File: config.mk
export PLATFORM = sky130hd
export DESIGN_NAME = uart_rx_frame_flat
export DESIGN_NICKNAME = d
export VERILOG_FILES = /design/src/rtl/uart_rx_frame_if.sv /design/src/rtl/uart_rx_frame.sv /design/src/flat_wrapper.sv
export SDC_FILE = /design/constraint.sdc
export NUM_CORES = 1
export LEC_CHECK = 0
export ABC_AREA = 1
export BUFFER_PORTS_ARGS = -buffer_cell sky130_fd_sc_hd__buf_4
export CAP_MARGIN = 5
export CORE_MARGIN = 1
export CORE_UTILIZATION = 46
export DETAILED_ROUTE_END_ITERATION = 8
export GPL_TIMING_DRIVEN = 1
export PLACE_DENSITY = 0.72
export RECOVER_POWER = 50
export SLEW_MARGIN = 25
export SYNTH_ARGS = -nofsm -noshare
export SYNTH_HDL_FRONTEND = slang
export SYNTH_SLANG_ARGS = --single-unit
File: constraint.sdc
create_clock -name clk -period 1.86 [get_ports clk]
set_input_delay 0.093 -clock clk [delete_from_list [all_inputs] [get_ports clk]]
set_output_delay 0.093 -clock clk [all_outputs]
set_load 0.02 [all_outputs]
File: src/rtl/uart_rx_frame_if.sv
// Receiver-side bundle: serial line in, word/flag handshake out, consumer controls back in.
interface uart_rx_frame_if #(
  parameter int DATA_BITS = 8
);
  logic                 uart_rxd;
  logic [DATA_BITS-1:0] rx_data;
  logic                 rx_valid;
  logic                 rx_ready;
  logic                 parity_err;
  logic                 frame_err;
  logic                 overrun_err;
  logic                 err_clr;
  logic                 rx_busy;

  modport master (
    input  uart_rxd, rx_ready, err_clr,
    output rx_data, rx_valid, parity_err, frame_err, overrun_err, rx_busy
  );

  modport slave (
    output uart_rxd, rx_ready, err_clr,
    input  rx_data, rx_valid, parity_err, frame_err, overrun_err, rx_busy
  );
endinterface

File: src/rtl/uart_rx_frame.sv
// Parametrised UART receiver: majority-sampled bits, optional parity, 1/2 stop bits,
// valid/ready word output with per-frame parity/framing flags and sticky overrun.
module uart_rx_frame #(
  parameter int CLK_FREQ  = 50000000,
  parameter int UART_BPS  = 9600,
  parameter int DATA_BITS = 8,
  parameter int PARITY    = 0,
  parameter int STOP_BITS = 1
) (
  input logic             clk,
  input logic             rst,
  uart_rx_frame_if.master bus
);

  localparam int BPS_CNT = CLK_FREQ / UART_BPS;
  localparam int CNT_W   = $clog2(BPS_CNT);
  localparam int MID     = BPS_CNT / 2;
  localparam int IDX_W   = $clog2(DATA_BITS);

  typedef enum logic [2:0] {S_IDLE, S_START, S_DATA, S_PARITY, S_STOP} state_e;

  state_e               state_q, state_d;
  logic                 rxd_s1_q, rxd_s2_q, rxd_s3_q;
  logic [CNT_W-1:0]     cnt_q, cnt_d;
  logic [IDX_W-1:0]     idx_q, idx_d;
  logic                 stop_idx_q, stop_idx_d;
  logic                 samp_a_q, samp_a_d, samp_b_q, samp_b_d;
  logic [DATA_BITS-1:0] shift_q, shift_d;
  logic                 perr_f_q, perr_f_d, ferr_f_q, ferr_f_d;
  logic                 done_q, done_d;
  logic                 valid_q, valid_d;
  logic [DATA_BITS-1:0] data_q, data_d;
  logic                 perr_q, perr_d, ferr_q, ferr_d, ovr_q, ovr_d;

  logic start_edge, maj, at_dec, accept;

  assign start_edge = rxd_s3_q & ~rxd_s2_q;
  // Third sample is the live synchronised value at MID+1; the first two were captured earlier.
  assign maj    = (samp_a_q & samp_b_q) | (samp_a_q & rxd_s2_q) | (samp_b_q & rxd_s2_q);
  assign at_dec = (cnt_q == CNT_W'(MID + 1));
  assign accept = valid_q & bus.rx_ready;

  always_comb begin
    state_d    = state_q;
    cnt_d      = cnt_q;
    idx_d      = idx_q;
    stop_idx_d = stop_idx_q;
    samp_a_d   = samp_a_q;
    samp_b_d   = samp_b_q;
    shift_d    = shift_q;
    perr_f_d   = perr_f_q;
    ferr_f_d   = ferr_f_q;
    done_d     = 1'b0;

    if (state_q != S_IDLE) begin
      cnt_d = (cnt_q == CNT_W'(BPS_CNT - 1)) ? '0 : cnt_q + 1'b1;
      if (cnt_q == CNT_W'(MID - 1)) samp_a_d = rxd_s2_q;
      if (cnt_q == CNT_W'(MID))     samp_b_d = rxd_s2_q;
    end

    case (state_q)
      S_IDLE: begin
        cnt_d = '0;
        if (start_edge) state_d = S_START;
      end
      S_START: if (at_dec) begin
        if (maj) begin
          state_d = S_IDLE;
        end else begin
          state_d  = S_DATA;
          idx_d    = '0;
          perr_f_d = 1'b0;
          ferr_f_d = 1'b0;
        end
      end
      S_DATA: if (at_dec) begin
        shift_d = {maj, shift_q[DATA_BITS-1:1]};
        if (idx_q == IDX_W'(DATA_BITS - 1)) begin
          state_d    = (PARITY != 0) ? S_PARITY : S_STOP;
          stop_idx_d = 1'b0;
        end else begin
          idx_d = idx_q + 1'b1;
        end
      end
      S_PARITY: if (at_dec) begin
        perr_f_d   = ((^shift_q) ^ maj) != (PARITY == 1);
        state_d    = S_STOP;
        stop_idx_d = 1'b0;
      end
      S_STOP: if (at_dec) begin
        if (!maj) ferr_f_d = 1'b1;
        if (stop_idx_q == 1'(STOP_BITS - 1)) begin
          state_d = S_IDLE;
          done_d  = 1'b1;
        end else begin
          stop_idx_d = 1'b1;
        end
      end
      default: state_d = S_IDLE;
    endcase
  end

  always_comb begin
    valid_d = valid_q;
    data_d  = data_q;
    perr_d  = perr_q;
    ferr_d  = ferr_q;
    ovr_d   = ovr_q;
    if (bus.err_clr) ovr_d = 1'b0;
    // A completing frame takes the slot if it is free or being vacated this cycle.
    if (done_q) begin
      if (!valid_q || accept) begin
        valid_d = 1'b1;
        data_d  = shift_q;
        perr_d  = perr_f_q;
        ferr_d  = ferr_f_q;
      end else begin
        ovr_d = 1'b1;
      end
    end else if (accept) begin
      valid_d = 1'b0;
      perr_d  = 1'b0;
      ferr_d  = 1'b0;
    end
  end

  always_ff @(posedge clk or posedge rst) begin
    if (rst) begin
      rxd_s1_q   <= 1'b1;
      rxd_s2_q   <= 1'b1;
      rxd_s3_q   <= 1'b1;
      state_q    <= S_IDLE;
      cnt_q      <= '0;
      idx_q      <= '0;
      stop_idx_q <= 1'b0;
      samp_a_q   <= 1'b1;
      samp_b_q   <= 1'b1;
      shift_q    <= '0;
      perr_f_q   <= 1'b0;
      ferr_f_q   <= 1'b0;
      done_q     <= 1'b0;
      valid_q    <= 1'b0;
      data_q     <= '0;
      perr_q     <= 1'b0;
      ferr_q     <= 1'b0;
      ovr_q      <= 1'b0;
    end else begin
      rxd_s1_q   <= bus.uart_rxd;
      rxd_s2_q   <= rxd_s1_q;
      rxd_s3_q   <= rxd_s2_q;
      state_q    <= state_d;
      cnt_q      <= cnt_d;
      idx_q      <= idx_d;
      stop_idx_q <= stop_idx_d;
      samp_a_q   <= samp_a_d;
      samp_b_q   <= samp_b_d;
      shift_q    <= shift_d;
      perr_f_q   <= perr_f_d;
      ferr_f_q   <= ferr_f_d;
      done_q     <= done_d;
      valid_q    <= valid_d;
      data_q     <= data_d;
      perr_q     <= perr_d;
      ferr_q     <= ferr_d;
      ovr_q      <= ovr_d;
    end
  end

  assign bus.rx_data     = data_q;
  assign bus.rx_valid    = valid_q;
  assign bus.parity_err  = perr_q;
  assign bus.frame_err   = ferr_q;
  assign bus.overrun_err = ovr_q;
  assign bus.rx_busy     = (state_q != S_IDLE);

endmodule

File: src/flat_wrapper.sv
// flat-port wrapper written by rule: the top's interface ports become plain ports
module uart_rx_frame_flat 
#(
  parameter int CLK_FREQ  = 50000000,
  parameter int UART_BPS  = 9600,
  parameter int DATA_BITS = 8,
  parameter int PARITY    = 0,
  parameter int STOP_BITS = 1
)
  (clk, rst, bus_uart_rxd, bus_rx_ready, bus_err_clr, bus_rx_data, bus_rx_valid, bus_parity_err, bus_frame_err, bus_overrun_err, bus_rx_busy);
  uart_rx_frame_if #(.DATA_BITS(DATA_BITS)) bus_i ();
  input logic clk;
  input logic rst;
  input wire logic [$bits(bus_i.uart_rxd)-1:0] bus_uart_rxd;
  input wire logic [$bits(bus_i.rx_ready)-1:0] bus_rx_ready;
  input wire logic [$bits(bus_i.err_clr)-1:0] bus_err_clr;
  output wire logic [$bits(bus_i.rx_data)-1:0] bus_rx_data;
  output wire logic [$bits(bus_i.rx_valid)-1:0] bus_rx_valid;
  output wire logic [$bits(bus_i.parity_err)-1:0] bus_parity_err;
  output wire logic [$bits(bus_i.frame_err)-1:0] bus_frame_err;
  output wire logic [$bits(bus_i.overrun_err)-1:0] bus_overrun_err;
  output wire logic [$bits(bus_i.rx_busy)-1:0] bus_rx_busy;
  assign bus_i.uart_rxd = bus_uart_rxd;
  assign bus_i.rx_ready = bus_rx_ready;
  assign bus_i.err_clr = bus_err_clr;
  assign bus_rx_data = bus_i.rx_data;
  assign bus_rx_valid = bus_i.rx_valid;
  assign bus_parity_err = bus_i.parity_err;
  assign bus_frame_err = bus_i.frame_err;
  assign bus_overrun_err = bus_i.overrun_err;
  assign bus_rx_busy = bus_i.rx_busy;
  uart_rx_frame #(.CLK_FREQ(CLK_FREQ), .UART_BPS(UART_BPS), .DATA_BITS(DATA_BITS), .PARITY(PARITY), .STOP_BITS(STOP_BITS)) u_core (.clk(clk), .rst(rst), .bus(bus_i));
endmodule
Word level (Yosys, flattened, before mapping)

Cells that the tools add are included.

$add $sub $neg: 2
Equal/unequal tests: 20
Multiplexer cells: 43
Bitwise gates (word level): 9
Reduce and logical (&&, ||, !) cells: 21

Operator list:

| cell                                                  | count |
|---|---|
| equality test 13 x 12 -> 1 bit, second input constant | 3 |
| two-way mux 13 bit                                    | 3 |
| two-way mux 3 bit                                     | 11 |
| two-way mux 1 bit                                     | 23 |
| case mux 3 bit (5 select lines)                       | 1 |
| AND reduction 5 bit                                   | 3 |
| adder 13 x 1 -> 13 bit, second input constant         | 1 |
| equality test 13 bit, second input constant           | 1 |
| != test 2 x 1 -> 1 bit, second input constant         | 6 |
| != test 2 bit, second input constant                  | 5 |
| AND reduction 2 bit                                   | 5 |
| nonzero test 2 bit                                    | 5 |
| parity 8 bit                                          | 1 |
| AND reduction 7 bit                                   | 1 |
| equality test 3 x 2 -> 1 bit, second input constant   | 2 |
| equality test 3 bit, second input constant            | 2 |
| case mux 3 bit (2 select lines)                       | 1 |
| nonzero test 3 bit                                    | 2 |
| AND 1 bit                                             | 5 |
| case mux 1 bit (2 select lines)                       | 2 |
| AND reduction 4 bit                                   | 1 |
| adder 3 x 1 -> 3 bit, second input constant           | 1 |
| equality test 3 x 1 -> 1 bit, second input constant   | 1 |
| zero test 3 bit                                       | 1 |
| 7 further kinds                                       | 8 |

Bits in registers: 48
Bits of input ports: 5
Output and inout port bits: 13
Logic and storage cells: 113

Logic depth before layout (Yosys ltp)

Depth after elaboration: 6
Depth in mapped cells: 10
Mapped depth without buffers: 10

Worst setup path before layout

No wires, ideal clock.

Path type: reg-to-reg
Start: register u_core.state_q[1]
End: register u_core.cnt_q[0]
Setup time: 123 ps
Data arrival time: 1295 ps
Required time: 1737 ps
Slack: 442 ps
Cell stages (with the launch flop): 7
Period minus slack after synthesis: 1418 ps
Path through: dfrtp_1 > inv_1 > nand2_1 > nor2_1 > inv_1 > nand2_1 > nor2_1

Longest elaborated chain between the ends: 2

RTL lines:

| what                                | RTL line             | text |
|---|---|---|
| start: declaration                  | uart_rx_frame.sv:22  | `state_e state_q, state_d;` |
| start signal: assignment            | uart_rx_frame.sv:151 | `state_q <= state_d;` |
| nonzero test 3 bit                  | --                   |  |
| net bus_rx_busy                     | flat_wrapper.sv:22   | `output wire logic [$bits(bus_i.rx_busy)-1:0] bus_rx_busy;` |
| nonzero test 2 bit (no source line) | --                   |  |
| end signal: assignment              | uart_rx_frame.sv:152 | `cnt_q <= cnt_d;` |
| end: declaration                    | uart_rx_frame.sv:24  | `logic [CNT_W-1:0] cnt_q, cnt_d;` |

The timed path passes the listed nets, and every way through them passes these cells.
A chain may end at the register's enable or synchronous reset.

Worst setup path in the final report

Start: register u_core.state_q[1]
End: output port bus_rx_busy

Longest elaborated chain between the ends: 1

RTL lines:

| what               | RTL line             | text |
|---|---|---|
| nonzero test 3 bit | uart_rx_frame.sv:174 | `assign bus.rx_busy = (state_q != S_IDLE);` |
| end: declaration   | flat_wrapper.sv:22   |  |

No other way between the ends.

==> results_tabular.tex <==
\begin{tabular}{lr}
\hline
Metric & Value \\
\hline
\multicolumn{2}{l}{\textbf{Outcome}} \\
\quad Status & finished, final reports clean \\
\multicolumn{2}{l}{\textbf{Placement}} \\
\quad DP HPWL & between 3 and 4 mm \\
\quad Weighted congestion reported at the end of routability-driven placement & 0.838 \\
\quad Count of input and output buffers & 17 \\
\quad Placed Instance Area & about 2600 µm² \\
\quad Setup slack at placement & 198 ps \\
\multicolumn{2}{l}{\textbf{Final layout}} \\
\quad Commonest cells after routing, fill and taps aside & sky130\_fd\_sc\_hd\_\_nand2\_1, sky130\_fd\_sc\_hd\_\_inv\_1, sky130\_fd\_sc\_hd\_\_dfrtp\_1 \\
\quad Synth-to-layout area growth & 11.9\% \\
\quad Post-layout nets & 336 \\
\quad Most frequent standard cell in the layout excluding fill and tap cells & sky130\_fd\_sc\_hd\_\_nand2\_1 \\
\quad Final instance area & $\sim$2700 µm² \\
\quad Final Core Density & 0.551 \\
\quad Total inserted antenna cells & 0 \\
\quad Layout cells sized above 1 & 0.131 \\
\multicolumn{2}{l}{\textbf{Clocking}} \\
\quad Clock net sink count & between 40 and 50 \\
\quad CTS Buffer Depth & 2 \\
\quad Clock latency on the worst-skew pair & $\sim$300 ps \\
\quad H-tree lvl count & 2 \\
\quad Root Buffer Master & sky130\_fd\_sc\_hd\_\_clkbuf\_8 \\
\quad Num CTS Buffers & 5 \\
\quad Clock transition at the register clock pins on the worst setup and hold paths after CTS & approximately 80 ps \\
\quad Clock tree from TritonCTS & built \\
\multicolumn{2}{l}{\textbf{Power}} \\
\quad Pwr/cell area & just under 800 nW/µm² \\
\quad Largest voltage drop on the vdd net & about 0.63 mV \\
\quad P\_leak & approximately 1.3 nW \\
\multicolumn{2}{l}{\textbf{STA}} \\
\quad Final Hold Violating Endpoints & 0 \\
\quad Time the worst path needs with I/O delays and setup & about 1700 ps \\
\quad Part of the cycle the worst path needs & 0.932 \\
\quad Worst max-slew margin expressed relative to the limit & 0.481 \\
\quad Unrepaired setup endpoints after global routing & no \\
\quad Total Negative Setup Slacks & 0 ps \\
\quad Maximum operating frequency & $\sim$580 MHz \\
\quad Final setup skew & between 6 and 7 ps \\
\quad Pins over their slew limit & 0 \\
\quad Worst Max-Slew Pin Slew & 778 ps \\
\quad Total setup violations reported at the end of the flow & 0 \\
\quad Minimum setup slack in the final design & roughly 130 ps \\
\quad Worst Hold Slack & just under 100 ps \\
\multicolumn{2}{l}{\textbf{Detailed routing}} \\
\quad Total iterations of the first detailed-routing run & 4 \\
\quad DR DRC count & 0 \\
\quad Initial detailed-routing violation count & 111 \\
\quad Total Routed Length & roughly 4.4 mm \\
\quad Avg Vias per Cell & slightly below 5 \\
\quad Total number of vias & between 1500 and 2000 \\
\quad Final ANT Viol Nets & 0 \\
\quad Wire length per cell after detailed routing & roughly 11 µm \\
\multicolumn{2}{l}{\textbf{Floorplan}} \\
\quad Die Area & between 5000 and 6000 µm² \\
\quad Horizontal die dimension & about 74 µm \\
\quad Core outline area & between 4000 and 5000 µm² \\
\quad Top-level I/O count & 18 \\
\quad Y dimension of the die & about 74 µm \\
\quad Starting density of the core & 0.493 \\
\quad Number of rows in the core area & 25 \\
\multicolumn{2}{l}{\textbf{Synth}} \\
\quad Synthesized area & 2390 µm² \\
\quad Sequential fraction of the synthesis area & 0.495 \\
\quad Library cells used by synthesis & 26 \\
\quad Post-Synthesis Cells & between 200 and 300 \\
\quad Average size of a mapped cell & around 8 µm² \\
\quad Warnings from Yosys & 0 \\
\quad Register bit count reported by yosys & 47 \\
\quad Synthesized netlist net count & roughly 310 \\
\multicolumn{2}{l}{\textbf{Worst setup path}} \\
\quad Data required time of the worst path & around 1800 ps \\
\quad Worst Path Class, Setup & register to output pin \\
\quad Data arrival time of the critical path & around 1600 ps \\
\quad Critical Path Sink Type & output pin \\
\quad Worst reg-to-reg path cell count & 7 \\
\quad Crit path max fanout & 7 \\
\quad Crit path launch type & register \\
\multicolumn{2}{l}{\textbf{Global routing}} \\
\quad Total routing resource utilization after global routing & 0.177 \\
\quad Wire length of the first global-routing pass & between 7 and 8 mm \\
\quad Initial antenna violation count & 0 \\
\quad Pin count of the biggest net entering global routing & 28 \\
\quad GRT overflow & 0 \\
\quad Number of global-route vias before repair & $\sim$1800 \\
\multicolumn{2}{l}{\textbf{Job}} \\
\quad \# Max-Cap Violations & 0 \\
\multicolumn{2}{l}{\textbf{Min path}} \\
\quad Worst hold-check path type & input pin to register \\
\quad Number of cells on the worst hold path & 4 \\
\hline
\end{tabular}
## critical path, cell delays in order, from the launching register on
cell                      delay, ps
sky130_fd_sc_hd__dfrtp_1        440
sky130_fd_sc_hd__inv_1          110
sky130_fd_sc_hd__nand2_1         60
sky130_fd_sc_hd__nor2_1         310
sky130_fd_sc_hd__inv_1          220
sky130_fd_sc_hd__buf_4          210
## where the power goes
part / internal [W] / total (W) / leakage, nW / switching (W)
clock: 0.000264 / 0.000587 / 0.0422 / 0.000323
combinational: 0.000116 / 0.000368 / 0.615 / 0.000252
sequential: 0.00106 / 0.00110 / 0.633 / 0.0000362
## routing by layer
layer  part of all wire  routed length, µm  GRT usage  vias up
met2               0.47               2060      0.307       47
met5                  0                  0          0        -
met3              0.051                224     0.0325        7
met4              0.016                 68     0.0748        0
li1                   -                  -          -      979
met1               0.46               2030      0.216      872
## cells in the mapped netlist, drive strengths merged
library cell | n | area (µm²)
nand2 | 94 | 373
inv | 45 | 169
dfrtp | 42 | 1050
nor2 | 36 | 158
nand3 | 24 | 125
o21ai | 22 | 140
nor3 | 9 | 45.0
xor2 | 8 | 70.1
dfstp | 5 | 131
ha | 5 | 62.6
xnor2 | 2 | 17.5
a21oi | 1 | 5.00
buf | 1 | 11.3
clkbuf | 1 | 3.75
nand4 | 1 | 6.26
nor4 | 1 | 6.26
o21bai | 1 | 7.51
o22ai | 1 | 6.26
## final cells by class
class	instances	area, µm²
fill	437	2180
sequential	47	1180
multi-input combinational	205	1020
inverter	45	169
timing repair buffer	22	133
tap	67	83.8
clock buffer	7	76.3
clock inverter	1	5.00
## stage by stage
stage | std cells | power [W]
finish | 394 | 0.00206
global placement | 383 | 0.00148
detailed placement | 383 | 0.00148
global route | 394 | 0.00218
CTS | 394 | 0.00208
floorplan | 299 | 0.00136
## final timing paths
check / start / slack (ps) / endpoint
hold reg to reg: u_core.rxd_s1_q$_DFF_PP1_ / 360 / u_core.rxd_s2_q$_DFF_PP1_
min in group asynchronous: rst / 490 / u_core.cnt_q[12]$_DFF_PP0_
max in group asynchronous: rst / 300 / u_core.shift_q[3]$_DFFE_PP0P_
setup / recovery: u_core.state_q[1]$_DFFE_PP0P_ / 130 / bus_rx_busy
hold / removal: bus_rx_ready / 100 / u_core.bus.parity_err$_DFFE_PP0P_
setup reg to reg: u_core.rxd_s2_q$_DFF_PP1_ / 200 / u_core.idx_q[2]$_DFFE_PP0P_
## flip-flops by register name, summed over array words and instances, names as in the netlist, 3 cells and up
signal,count
u_core.idx_q,3
u_core.shift_q,8
u_core.state_q,3
u_core.bus.rx_data,8
u_core.cnt_q,13
## logic make-up after synthesis
family	after synthesis	synth area share
and+or+nand+nor	165	0.299
buffers and inverters	47	0.0770
DFF	47	0.495
AOI/OAI and AO/OA	25	0.0665
xor gates and xnor gates	10	0.0367
adders and majority gates	5	0.0262
## timing repair
item,CTS,global route
hold buffers,3,0
endpoints found under the hold margin,17,0
resized for setup,0,1
setup buffers,0,0
setup endpoints to repair,0,1
Note: power is estimated with default switching activity, not from simulation.
